**src/rtl/factor_engine_pkg.sv**
```systemverilog
// Shared types and constants for the trial-division factorizer.
// Imported by the interface, the divider and the top FSM.
package factorize_pkg;

    localparam int WIDTH         = 8;
    localparam int FIRST_DIVISOR = 2;

    typedef enum logic [1:0] {
        IDLE,
        CHECK,
        DIV,
        EMIT
    } state_t;

endpackage

```
**src/rtl/factor_engine_if.sv**
```systemverilog
// Valid/ready stream carrying prime factors to the display sequencer.
// The engine drives it as master; the consumer is the slave.
interface factor_engine_if
    import factorize_pkg::*;
#(
    parameter int WIDTH = factorize_pkg::WIDTH
);

    logic             factor_valid;
    logic             factor_ready;
    logic [WIDTH-1:0] factor;
    logic             factor_last;

    modport master (
        output factor_valid,
        output factor,
        output factor_last,
        input  factor_ready
    );

    modport slave (
        input  factor_valid,
        input  factor,
        input  factor_last,
        output factor_ready
    );

endinterface

```
**src/rtl/factor_engine_divider.sv**
```systemverilog
// Repeated-subtraction divider: one subtraction per cycle after load,
// div_done rises once the accumulator drops below the divisor.
module sub_divider
    import factorize_pkg::*;
#(
    parameter int WIDTH = factorize_pkg::WIDTH
) (
    input  logic             clk,
    input  logic             reset,
    input  logic             load,
    input  logic [WIDTH-1:0] dividend,
    input  logic [WIDTH-1:0] divisor,
    output logic [WIDTH-1:0] quotient,
    output logic [WIDTH-1:0] remainder,
    output logic             div_done
);

    logic [WIDTH-1:0] r_acc;
    logic [WIDTH-1:0] r_q;
    logic             w_done;

    assign w_done = (r_acc < divisor);

    always_ff @(posedge clk) begin
        if (reset) begin
            r_acc <= '0;
            r_q   <= '0;
        end else if (load) begin
            r_acc <= dividend;
            r_q   <= '0;
        end else if (!w_done) begin
            r_acc <= r_acc - divisor;
            r_q   <= r_q + WIDTH'(1);
        end
    end

    assign quotient  = r_q;
    assign remainder = r_acc;
    assign div_done  = w_done;

endmodule

```
**src/rtl/factor_engine.sv**
```systemverilog
// Trial-division prime factorizer: captures a number on start and streams
// its prime factors in ascending order (with repeats) over valid/ready.
module factor_engine
    import factorize_pkg::*;
#(
    parameter int WIDTH = factorize_pkg::WIDTH
) (
    input  logic             clk,
    input  logic             reset,
    input  logic             start,
    input  logic [WIDTH-1:0] number,
    output logic             busy,
    output logic             done,
    factor_engine_if.master  fac
);

    state_t           r_state;
    state_t           w_state_nx;
    logic [WIDTH-1:0] r_n;
    logic [WIDTH-1:0] w_n_nx;
    logic [WIDTH-1:0] r_d;
    logic [WIDTH-1:0] w_d_nx;
    logic [WIDTH-1:0] r_factor;
    logic [WIDTH-1:0] w_factor_nx;
    logic             r_last;
    logic             w_last_nx;
    logic             r_valid;
    logic             w_valid_nx;
    logic             r_done;
    logic             w_done_nx;
    logic             w_load;

    logic [2*WIDTH-1:0] w_d_ext;
    logic [2*WIDTH-1:0] w_n_ext;
    logic [2*WIDTH-1:0] w_dd;

    logic [WIDTH-1:0] w_quot;
    logic [WIDTH-1:0] w_rem;
    logic             w_div_done;

    // Square at double width so d*d never wraps for any WIDTH-bit d.
    assign w_d_ext = {{WIDTH{1'b0}}, r_d};
    assign w_n_ext = {{WIDTH{1'b0}}, r_n};
    assign w_dd    = w_d_ext * w_d_ext;

    sub_divider #(
        .WIDTH (WIDTH)
    ) u_div (
        .clk       (clk),
        .reset     (reset),
        .load      (w_load),
        .dividend  (r_n),
        .divisor   (r_d),
        .quotient  (w_quot),
        .remainder (w_rem),
        .div_done  (w_div_done)
    );

    always_ff @(posedge clk) begin
        if (reset) begin
            r_state  <= IDLE;
            r_n      <= '0;
            r_d      <= WIDTH'(FIRST_DIVISOR);
            r_factor <= '0;
            r_last   <= 1'b0;
            r_valid  <= 1'b0;
            r_done   <= 1'b0;
        end else begin
            r_state  <= w_state_nx;
            r_n      <= w_n_nx;
            r_d      <= w_d_nx;
            r_factor <= w_factor_nx;
            r_last   <= w_last_nx;
            r_valid  <= w_valid_nx;
            r_done   <= w_done_nx;
        end
    end

    always_comb begin
        w_state_nx  = r_state;
        w_n_nx      = r_n;
        w_d_nx      = r_d;
        w_factor_nx = r_factor;
        w_last_nx   = r_last;
        w_valid_nx  = r_valid;
        w_done_nx   = 1'b0;
        w_load      = 1'b0;
        unique case (r_state)
            IDLE: begin
                if (start) begin
                    w_n_nx     = number;
                    w_d_nx     = WIDTH'(FIRST_DIVISOR);
                    w_state_nx = CHECK;
                end
            end
            CHECK: begin
                // 0 and 1 are emitted as-is; otherwise n is prime once d*d > n.
                if (r_n <= WIDTH'(1) || w_dd > w_n_ext) begin
                    w_factor_nx = r_n;
                    w_last_nx   = 1'b1;
                    w_valid_nx  = 1'b1;
                    w_state_nx  = EMIT;
                end else begin
                    w_load     = 1'b1;
                    w_state_nx = DIV;
                end
            end
            DIV: begin
                if (w_div_done) begin
                    if (w_rem == '0) begin
                        w_factor_nx = r_d;
                        w_last_nx   = 1'b0;
                        w_valid_nx  = 1'b1;
                        w_n_nx      = w_quot;
                        w_state_nx  = EMIT;
                    end else begin
                        w_d_nx     = r_d + WIDTH'(1);
                        w_state_nx = CHECK;
                    end
                end
            end
            EMIT: begin
                if (fac.factor_ready) begin
                    w_valid_nx = 1'b0;
                    if (r_last) begin
                        w_done_nx  = 1'b1;
                        w_state_nx = IDLE;
                    end else begin
                        w_state_nx = CHECK;
                    end
                end
            end
            default: begin
                w_state_nx = IDLE;
            end
        endcase
    end

    assign busy             = (r_state != IDLE);
    assign done             = r_done;
    assign fac.factor_valid = r_valid;
    assign fac.factor       = r_factor;
    assign fac.factor_last  = r_last;

endmodule
```
**src/flat_wrapper.sv**
```systemverilog
// flat-port wrapper written by rule: the top's interface ports become plain ports
module factor_engine_flat import factorize_pkg::*;
#(
    parameter int WIDTH = factorize_pkg::WIDTH
)
  (clk, reset, start, number, busy, done, fac_factor_valid, fac_factor, fac_factor_last, fac_factor_ready);
  factor_engine_if #(.WIDTH(WIDTH)) fac_i ();
  input  logic clk;
  input  logic reset;
  input  logic start;
  input  logic [WIDTH-1:0] number;
  output logic busy;
  output logic done;
  output wire logic [$bits(fac_i.factor_valid)-1:0] fac_factor_valid;
  output wire logic [$bits(fac_i.factor)-1:0] fac_factor;
  output wire logic [$bits(fac_i.factor_last)-1:0] fac_factor_last;
  input wire logic [$bits(fac_i.factor_ready)-1:0] fac_factor_ready;
  assign fac_factor_valid = fac_i.factor_valid;
  assign fac_factor = fac_i.factor;
  assign fac_factor_last = fac_i.factor_last;
  assign fac_i.factor_ready = fac_factor_ready;
  factor_engine #(.WIDTH(WIDTH)) u_core (.clk(clk), .reset(reset), .start(start), .number(number), .busy(busy), .done(done), .fac(fac_i));
endmodule
```
**config.mk**
```make
export PLATFORM = sky130hd
export DESIGN_NAME = factor_engine_flat
export DESIGN_NICKNAME = d
export VERILOG_FILES = /design/src/rtl/factor_engine_pkg.sv /design/src/rtl/factor_engine_if.sv /design/src/rtl/factor_engine_divider.sv /design/src/rtl/factor_engine.sv /design/src/flat_wrapper.sv
export SDC_FILE = /design/constraint.sdc
export NUM_CORES = 1
export LEC_CHECK = 0
export BUFFER_PORTS_ARGS = -buffer_cell sky130_fd_sc_hd__buf_2
export CORE_MARGIN = 4
export CORE_UTILIZATION = 55
export DETAILED_ROUTE_END_ITERATION = 7
export GPL_TIMING_DRIVEN = 0
export PLACE_DENSITY_LB_ADDON = 0.25
export SLEW_MARGIN = 20
export SYNTH_ARGS = -nofsm -noshare
export SYNTH_HDL_FRONTEND = slang
export SYNTH_SLANG_ARGS = --single-unit
```
**constraint.sdc**
```tcl
create_clock -name clk -period 6.9 [get_ports clk]
set_clock_uncertainty 0.15 [all_clocks]
set_input_delay 0 -clock clk [delete_from_list [all_inputs] [get_ports clk]]
set_output_delay 0 -clock clk [all_outputs]
set_load 0.01 [all_outputs]
```
Word-level counts from Yosys, hierarchy flattened
Cells that the tools add are included.
{"block": "word_totals", "regBits": 45, "input_bits": 12, "output_inout_bits": 12, "word_cells": 74}
{"block": "classes", "addsub": 3, "mul": 1, "order_cmp": 3, "n_eq_ne": 10, "muxes": 32, "bitwise": 2, "reduce_logical": 14}
{"operator": "2-to-1 mux 8 bit", "n": 11}
{"operator": "case mux 8 bit (2 select lines)", "n": 3}
{"operator": "adder 8 x 1 -> 8 bit (second input constant)", "n": 2}
{"operator": "greater-than comparator 16 x 8 -> 1 bit", "n": 1}
{"operator": "multiplier 8 x 8 -> 16 bit", "n": 1}
{"operator": "AND reduction 4 bit", "n": 3}
{"operator": "2-to-1 mux 1 bit", "n": 11}
{"operator": "inequality test 2 bit (second input constant)", "n": 5}
{"operator": "<= comparator 8 x 1 -> 1 bit (second input constant)", "n": 1}
{"operator": "zero test 8 bit", "n": 1}
{"operator": "< comparator 8 bit", "n": 1}
{"operator": "2-to-1 mux 2 bit", "n": 4}
{"operator": "case mux 2 bit (4 select lines)", "n": 1}
{"operator": "subtractor 8 bit", "n": 1}
{"operator": "nonzero test 2 bit", "n": 3}
{"operator": "AND reduction 5 bit", "n": 1}
{"operator": "== test 2 bit (second input constant)", "n": 2}
{"operator": "inequality test 2 x 1 -> 1 bit (second input constant)", "n": 2}
{"operator": "case mux 1 bit (3 select lines)", "n": 1}
{"operator": "AND reduction 3 bit", "n": 1}
{"operator": "nonzero test 3 bit", "n": 1}
{"operator": "OR reduction 3 bit", "n": 1}
{"operator": "== test 2 x 1 -> 1 bit (second input constant)", "n": 1}
{"operator": "zero test 2 bit", "n": 1}
{"operator": "other kinds (4)", "n": 5}

Longest topological paths before layout
Gate-level depths: netlist of the first run.
{"block": "depth", "ltp_word": 6, "ltp_mapped": 24}

Hierarchy
From an unflattened synthesis of the first run, not the netlist that was laid out.
{"block": "hier_totals", "hier_cells": 585, "hier_area_um2": 4774.6}
{"module": "factor_engine", "n_inst": 1, "cells_each": 445, "area_each_um2": 3661.0}
{"module": "sub_divider", "n_inst": 1, "cells_each": 140, "area_each_um2": 1113.6}

Worst setup path after synthesis of the first run
OpenSTA, ideal clock, no wires.
{"block": "synth_path", "path_type": "flip-flop to flip-flop", "startpoint": "reg u_core.r_d[1]", "endpoint": "reg u_core.u_div.r_acc[2], in the netlist u_core.u_div.remainder[2]", "setup_time_ns": 0.121, "arrival_ns": 5.101, "path_slack_ns": 1.528, "path_stages_with_launch": 21, "synth_period_minus_slack_ns": 5.372, "cell_sequence": "dfxtp_1 -> clkinv_1 -> nor2_1 -> fa_1 -> xor2_1 -> xnor2_1 -> fa_1 -> inv_1 -> fa_1 -> inv_1 -> ha_1 -> xnor2_1 -> ha_1 -> a21oi_1 -> o21ai_0 -> o22ai_1 -> o311ai_4 -> nor4_2 -> and3b_1 -> buf_6 -> mux2_4"}
{"block": "synth_between", "elab_chain_len": 6}
{"item": "start, declared", "line_no": "factor_engine.sv:21", "text": "logic [WIDTH-1:0] r_d;"}
{"item": "start signal, assigned", "line_no": "factor_engine.sv:63", "text": "r_d <= WIDTH'(FIRST_DIVISOR);"}
{"item": "start signal, assigned", "line_no": "factor_engine.sv:71", "text": "r_d <= w_d_nx;"}
{"item": "multiplier 8 x 8 -> 16 bit", "line_no": "factor_engine.sv:44", "text": "assign w_dd = w_d_ext * w_d_ext;"}
{"item": "greater-than comparator 16 x 8 -> 1 bit", "line_no": "factor_engine.sv:98", "text": "if (r_n <= WIDTH'(1) || w_dd > w_n_ext) begin"}
{"item": "logical OR 1 bit", "line_no": "factor_engine.sv:98"}
{"item": "2-to-1 mux 1 bit", "line_no": "factor_engine.sv:98"}
{"item": "2-to-1 mux 1 bit", "line_no": "factor_engine.sv:88", "text": "unique case (r_state)"}
{"item": "inequality test 2 bit (no source line) / 2-to-1 mux 8 bit (equally long branches)"}
{"item": "end signal, assigned", "line_no": "factor_engine_divider.sv:29", "text": "r_acc <= dividend;"}
{"item": "end signal, assigned", "line_no": "factor_engine_divider.sv:32", "text": "r_acc <= r_acc - divisor;"}
{"item": "end, declared", "line_no": "factor_engine_divider.sv:18", "text": "logic [WIDTH-1:0] r_acc;"}
Parallel ways exist; a longest one is shown, timed or not. The select of a mux whose other input is x is not followed.
A chain may end at the register's enable or synchronous reset.

Worst setup path after layout of the first run
Same ends and word-level chain as after synthesis.

==> impl_metrics.toml, run 1 <==
[sta]
rsz0062_at_grt = "false"
max_freq_ghz = 0.1562
finalCriticalPeriod_ns = 6.404
hold_viol = 0
fin_setup_tns_ns = 0
setup_viol = 0
slew_violations = 0
finalCritPeriodShare_pct = 92.81
tightest_slew_ns = 0.7647
relSlewSlack_pct = 49.02

[placement]
post-dp-hpwl_mm = 8.851
dp.cells = 658
place.gp.congestion = 0.9302
io_buffers = 22

[outcome]
status = "finished, final reports clean"

[clocking]
cts_htree_levels = 2
cts_resized = 0
clk_latency_ns = 0.32
cts_buffer_depth = 2
cts-root-buf = "clkbuf_8"
cts_buffers = 5
numClockSinks = 45
cts_tree = "built"
clk_pin_slew_ns = 0.09

[finish]
layout-drive-gt1-share_pct = 13.41
diodes = 0
area_growth_pct = 10.42
fin_cells = 676
final_nets = 659

[setup_path]
cp_max_fo = 9
endpoint_kind = "flip-flop"
reg2reg_depth = 17
worst-setup-path-type = "flip-flop to flip-flop"
required_ns = 6.96
critPathLaunchType = "flip-flop"
worstPathArrival_ns = 6.46

[detailed_routing]
top_layer_used = "met4"
via_per_inst = 6.053
wl_met2_mm = 5.444
ant_nets = 0
met3WireLength_um = 810
drt_wl_total_mm = 11.47
drtIter0Drc = 296
drc = 0
vias = 4092
drt-wirelength-per-cell_um = 16.97
drt_pass1_iterations = 5
wl_met1_mm = 4.919

[yosys]
synthCells = 534
yosysWarningCount = 0
synth_top_cell_area_share_pct = 19.74
synth_area_leaders = "dfxtp_1 20%, ha_1 13%, fa_1 11%"
synth.distinct_cells = 69
synth_edf_count = 0
async_flop_share_pct = 0
synth_area_sq_um = 4564
syn_nets = 620
yosysSeqAreaShare_pct = 19.74
syn_area_per_cell_sq_um = 8.548
ys.flop_type = "dfxtp_1"
synth-seq-cells = 45
synth.largest_area_cell = "dfxtp_1"

[grt]
grt_pass1_vias = 4154
grt_overflow_total = 0
grt.total_usage_pct = 24.12
grt_pass1_wl_mm = 19.47
grt_max_degree = 16
grt_antenna_before_repair = 0

[pwr]
seqPwrFrac_pct = 26.4
p_int_uw = 840.9
peakVddDrop_v = 0.0001812
swShare_pct = 44.19
switching_power_uw = 665.9
power.density_nw_per_um2 = 299.0
p_clk_share_pct = 16.4
cellLeakagePower_nw = 2.249
power_frac_comb_pct = 57.2

[floorplanning]
start_util_pct = 57.87
die_x_um = 99.10
rows = 32
die_area_sq_um = 9821
core-area_sq_um = 7888
die_h_um = 99.10
io_pins = 24

[flow_run]
cap_viol_max_count = 0

[worst_hold_path]
hold_depth = 3
hp-class = "primary input to flip-flop"
## cells in the mapped netlist (all sizes together) (9+ instances only)
| cell type | count |
|---|---|
| a211oi | 21 |
| a21o | 9 |
| a21oi | 25 |
| a311oi | 9 |
| clkbuf | 11 |
| dfxtp | 45 |
| fa | 26 |
| ha | 48 |
| inv | 52 |
| nand2 | 53 |
| nand3 | 11 |
| nor2 | 63 |
| nor3 | 17 |
| o21ai | 22 |
| xnor2 | 20 |
| xor2 | 9 |
## cell families after synthesis
group | Yosys count | synth area share [%]
AO/OA/AOI/OAI | 113 | 19.11
adder cells (fa/ha/maj) | 74 | 24.56
flip-flops | 45 | 19.74
multiplexers | 10 | 2.851
XOR/XNOR | 29 | 5.565
AND/OR/NAND/NOR | 189 | 21.33
buffers and inverters | 74 | 6.853
## path summary, 6_finish.rpt
path	slack [ns]	from	end
setup reg to reg	0.50	u_core.r_d[1]$_SDFFE_PP1P_	u_core.u_div.remainder[2]$_SDFFE_PP0P_
hold / removal	0.19	reset	u_core.u_div.remainder[5]$_SDFFE_PP0P_
setup / recovery	0.50	u_core.r_d[1]$_SDFFE_PP1P_	u_core.u_div.remainder[2]$_SDFFE_PP0P_
hold reg to reg	0.34	u_core.u_div.quotient[7]$_SDFFE_PP0P_	u_core.r_n[7]$_SDFFE_PP0P_
## power groups by stage
stage	sequential [mW]	combinational, mW	clock, mW
floorplan	0.391	0.653	0
global placement	0.398	0.818	0
detailed placement	0.401	0.839	0
CTS	0.395	0.852	0.247
global route	0.406	0.941	0.257
finish	0.397	0.862	0.247
## sequential cells by signal (all words and copies together) (netlist names)
register and cells:
u_core.done 1, u_core.u_div.quotient 8, u_core.u_div.remainder 8, u_core.r_d 8
u_core.fac.factor 8, u_core.fac.factor_valid 1, u_core.fac.factor_last 1, u_core.r_state 2
u_core.r_n 8
## cells in the final DEF (no fill, tap or decap), types with 13 or more instances in the layout
master    instances
nor2_1           62
nand2_1          53
inv_1            52
ha_1             48
dfxtp_1          45
fa_1             26
a21oi_1          23
buf_2            22
o21ai_0          21
xnor2_1          20
a211oi_1         13
## per-layer routing
layer / GRT usage, % / vias up
met2: 40.44 / 160
li1: - / 1947
met4: 9.139 / 0
met5: 0 / -
met3: 4.769 / 31
met1: 30.66 / 1954
## area by class of cell
cell class,instances,area [sq um]
clock buffers,5,68.82
clock inverters,3,68.82
flip-flops and latches,45,900.9
fillers,685,2848
well taps,102,127.6
plain buffers,18,102.6
inverters,56,210.2
repair buffers,32,210.2
multi-input cells,415,3351
## per-stage QoR
step	instance area [sq um]	hold WS (ns)	util [%]	setup WS, ns	power (mW)
after floorplan	4564	0.008617	-	1.528	1.044
after global placement	4802	0.1271	60.88	0.6804	1.217
after detailed placement	4802	0.1339	60.88	0.5740	1.239
after CTS	5040	0.1669	63.90	0.5421	1.494
after global routing	5040	0.2028	63.90	0.1266	1.604
final	5040	0.1870	63.90	0.4959	1.507
## worst max-delay path, cell delays in order, from the launching register on
cell and delay, ns:
dfxtp_1 0.60, clkinv_1 0.40, nor2_1 0.31, fa_1 0.46, fa_1 0.54, inv_1 0.05
fa_1 0.50, fa_1 0.54, inv_1 0.04, ha_1 0.37, and3_1 0.20, a221oi_1 0.66
o31a_1 0.25, a221oi_2 0.09, nor4_2 0.39, and3b_1 0.24, buf_6 0.17, mux2_4 0.31
## timing repair
item / in CTS / in global routing
hold buffers: 10 / 0
hold endpoints to repair: 14 / 0
buffers inserted: 0 / 0
Power figures use the tool's default switching activity.
==> run 2, diff against run 1 <==
--- a/config.mk
+++ b/config.mk
@@ -14,4 +14,5 @@
 export SLEW_MARGIN = 20
 export SYNTH_ARGS = -nofsm -noshare
 export SYNTH_HDL_FRONTEND = slang
+export SYNTH_HIERARCHICAL = 1
 export SYNTH_SLANG_ARGS = --single-unit
==> run 2 against run 1 <==
  * Utilization shrank 1.1 points
  * Hold slack gained 0.15 ns
  * Routed wire length grew 6.2%
  * Sequential cell count is the same
  * Largest cell class unchanged
  * Combinational power grew 5.6%
  * Critical path depth grew 8
  * Clock power shrank 26%
  * First-iteration DRC count grew 7.4%
==> impl_metrics.toml, run 2 <==
[outcome]
status = "finished, final reports clean"

[clocking]
numClockSinks = 45
cts_htree_levels = 2
clk_pin_slew_ns = 0.10
cts_buffer_depth = 2
clk_latency_ns = 0.31
cts-root-buf = "clkbuf_8"
post_cts_buffers = 0
cts_buffers = 5
cts_tree = "built"

[grt]
grt_pass1_vias = 4350
grt_antenna_before_repair = 0
grt_pass1_wl_mm = 20.60
grt_max_degree = 16
grt.total_usage_pct = 24.80
grt_overflow_total = 0

[placement]
io_buffers = 23
place.gp.congestion = 0.8546
post-dp-hpwl_mm = 9.508
place_area_sq_um = 5021
dp_slack_ns = 0.1208

[detailed_routing]
via_per_inst = 5.937
drc = 0
drt_pass1_iterations = 5
wl_met1_mm = 5.501
met3WireLength_um = 767
vias = 4346
drt_wl_total_mm = 12.18
top_layer_used = "met4"
drtIter0Drc = 318
drt-wirelength-per-cell_um = 16.64
ant_nets = 0
wl_met2_mm = 5.736

[yosys]
synth_edf_count = 0
synth.largest_area_cell = "dfxtp_1"
synthTopCellsByCount = "77 x inv_1, 52 x nand2_1, 49 x a21oi_1, 48 x ha_1, 46 x nor2_1"
synth-seq-cells = 45
ys.flop_type = "dfxtp_1"
synth-simple-area-share_pct = 20.94
synthCells = 585
synth_area_sq_um = 4775
syn_nets = 671
synth_area_leaders = "dfxtp_1 19%, ha_1 13%, fa_1 11%"
synthAdderAreaFrac_pct = 23.48
synth_mux_area_share_pct = 0.9958
syn_area_per_cell_sq_um = 8.162
synth_xor_area_share_pct = 4.036
yosysMostFrequentCell = "inv_1"
synth_top_family_by_area = "adder cells"
async_flop_share_pct = 0
synth.distinct_cells = 81
yosysSeqAreaShare_pct = 18.87
synth_compound_area_share_pct = 22.75
synth_top_cell_area_share_pct = 18.87
yosysWarningCount = 6

[sta]
max_freq_ghz = 0.1547
setup_viol = 0
rsz0062_at_grt = "false"
slew_violations = 0
hold_viol = 0
finalCritPeriodShare_pct = 93.69
tightest_slew_ns = 0.6960
setup_ws_ns = 0.4352
relSlewSlack_pct = 53.29
fin_setup_tns_ns = 0
finalCriticalPeriod_ns = 6.465

[setup_path]
cp_max_fo = 10
worst-setup-path-type = "flip-flop to flip-flop"
endpoint_kind = "flip-flop"
critPathLaunchType = "flip-flop"
required_ns = 6.96
worstPathArrival_ns = 6.52

[finish]
design_area_sq_um = 5240
final_nets = 712
diodes = 0
finish.utilization_pct = 62.83
layout-drive-gt1-share_pct = 12.76
mostFrequentLayoutCells = "77 x inv_1, 52 x nand2_1, 49 x a21oi_1, 48 x ha_1"
layout_commonest_cell = "inv_1"
area_growth_pct = 9.749
nFillCells = 729

[floorplanning]
die_area_sq_um = 10240
rows = 33
die_x_um = 101.2
die_h_um = 101.2
core-area_sq_um = 8341
io_pins = 24
start_util_pct = 57.25

[worst_hold_path]
hp-class = "flip-flop to flip-flop"

[flow_run]
cap_viol_max_count = 0

[pwr]
power_mw = 1.478
peakVddDrop_v = 0.0002942
power.density_nw_per_um2 = 282.1
cellLeakagePower_nw = 2.371
run 2: changes by cell type after synthesis, moves of 8 or more:
cell | before | now
a21oi_1 | 23 | 49
xnor2_1 | 20 | 12
nor3_2 | 11 | 0
a211oi_1 | 13 | 3
o32ai_2 | 0 | 8
and2_1 | 3 | 18
nor2_1 | 62 | 46
nor3_1 | 6 | 15
a211oi_2 | 8 | 0
inv_1 | 52 | 77
run 2: power breakdown:
part | leakage, nW | total (mW) | internal, mW | switching, mW
logic | 1.96 | 0.910 | 0.367 | 0.543
registers | 0.367 | 0.386 | 0.320 | 0.0660
clock network | 0.0478 | 0.182 | 0.0826 | 0.0990
run 2: logic make-up after synthesis:
kind of cell,after synthesis
flip-flops,45
AND/OR/NAND/NOR,196
buffers and inverters,101
AO/OA/AOI/OAI,144
XOR/XNOR,22
multiplexers,3
adder cells (fa/ha/maj),74
run 2: cell type report:
class | count | area, sq um | area share (%)
buffer | 23 | 140.1 | 2.674
clock buffer | 6 | 82.58 | 1.576
clock inverter | 2 | 16.27 | 0.3104
inverter | 78 | 292.8 | 5.587
multi-input combinational | 439 | 3451 | 65.85
sequential | 45 | 900.9 | 17.19
tap | 105 | 131.4 | 2.507
timing repair buffer | 34 | 225.2 | 4.298
run 2: through the flow:
step           std cells  hold slack [ns]
6_report             732           0.3419
5_1_grt              732           0.3979
4_1_cts              732           0.3418
3_5_place_dp         713           0.2102
3_3_place_gp         713           0.1975
2_1_floorplan        585          0.03741
run 2: layer usage:
layer / up-vias / track usage, %
li1: 2107 / -
met1: 2088 / 32.15
met2: 135 / 41.75
met3: 16 / 5.579
met4: 0 / 6.646
met5: - / 0
run 2: path summary, 6_finish.rpt:
kind	start	to	slack [ns]	cells after the start
max	u_core/r_d[1]$_SDFFE_PP1P_	u_core/u_div/remainder[7]$_SDFFE_PP0P_	0.44	25
min	u_core/u_div/quotient[7]$_SDFFE_PP0P_	u_core/u_div/quotient[7]$_SDFFE_PP0P_	0.34	2
max reg2reg	u_core/r_d[1]$_SDFFE_PP1P_	u_core/u_div/remainder[7]$_SDFFE_PP0P_	0.44	25
min reg2reg	u_core/u_div/quotient[7]$_SDFFE_PP0P_	u_core/u_div/quotient[7]$_SDFFE_PP0P_	0.34	2
run 2: worst max-delay path, cell delays in order (launching register included):
cell and delay [ns]:
dfxtp_1 0.49, clkbuf_2 0.29, and2_1 0.26, fa_1 0.46, xor2_1 0.18, xnor2_1 0.15, fa_1 0.54, inv_1 0.07
fa_1 0.54, inv_1 0.05, ha_1 0.39, o21ai_0 0.14, nor2_1 0.08, a21oi_1 0.21, ha_1 0.31, nand4_1 0.13
a21oi_1 0.06, a2111oi_1 0.36, a2bb2oi_1 0.28, and4_4 0.28, nand4_1 0.11, nor2_2 0.24, clkbuf_2 0.27, nor2_1 0.07
o2bb2ai_1 0.12, nor4_1 0.16
run 2: what timing repair did:
item,CTS,global route
setup endpoints to repair,0,16
resized for setup,0,12
hold buffers,11,0
hold endpoints to repair,16,0
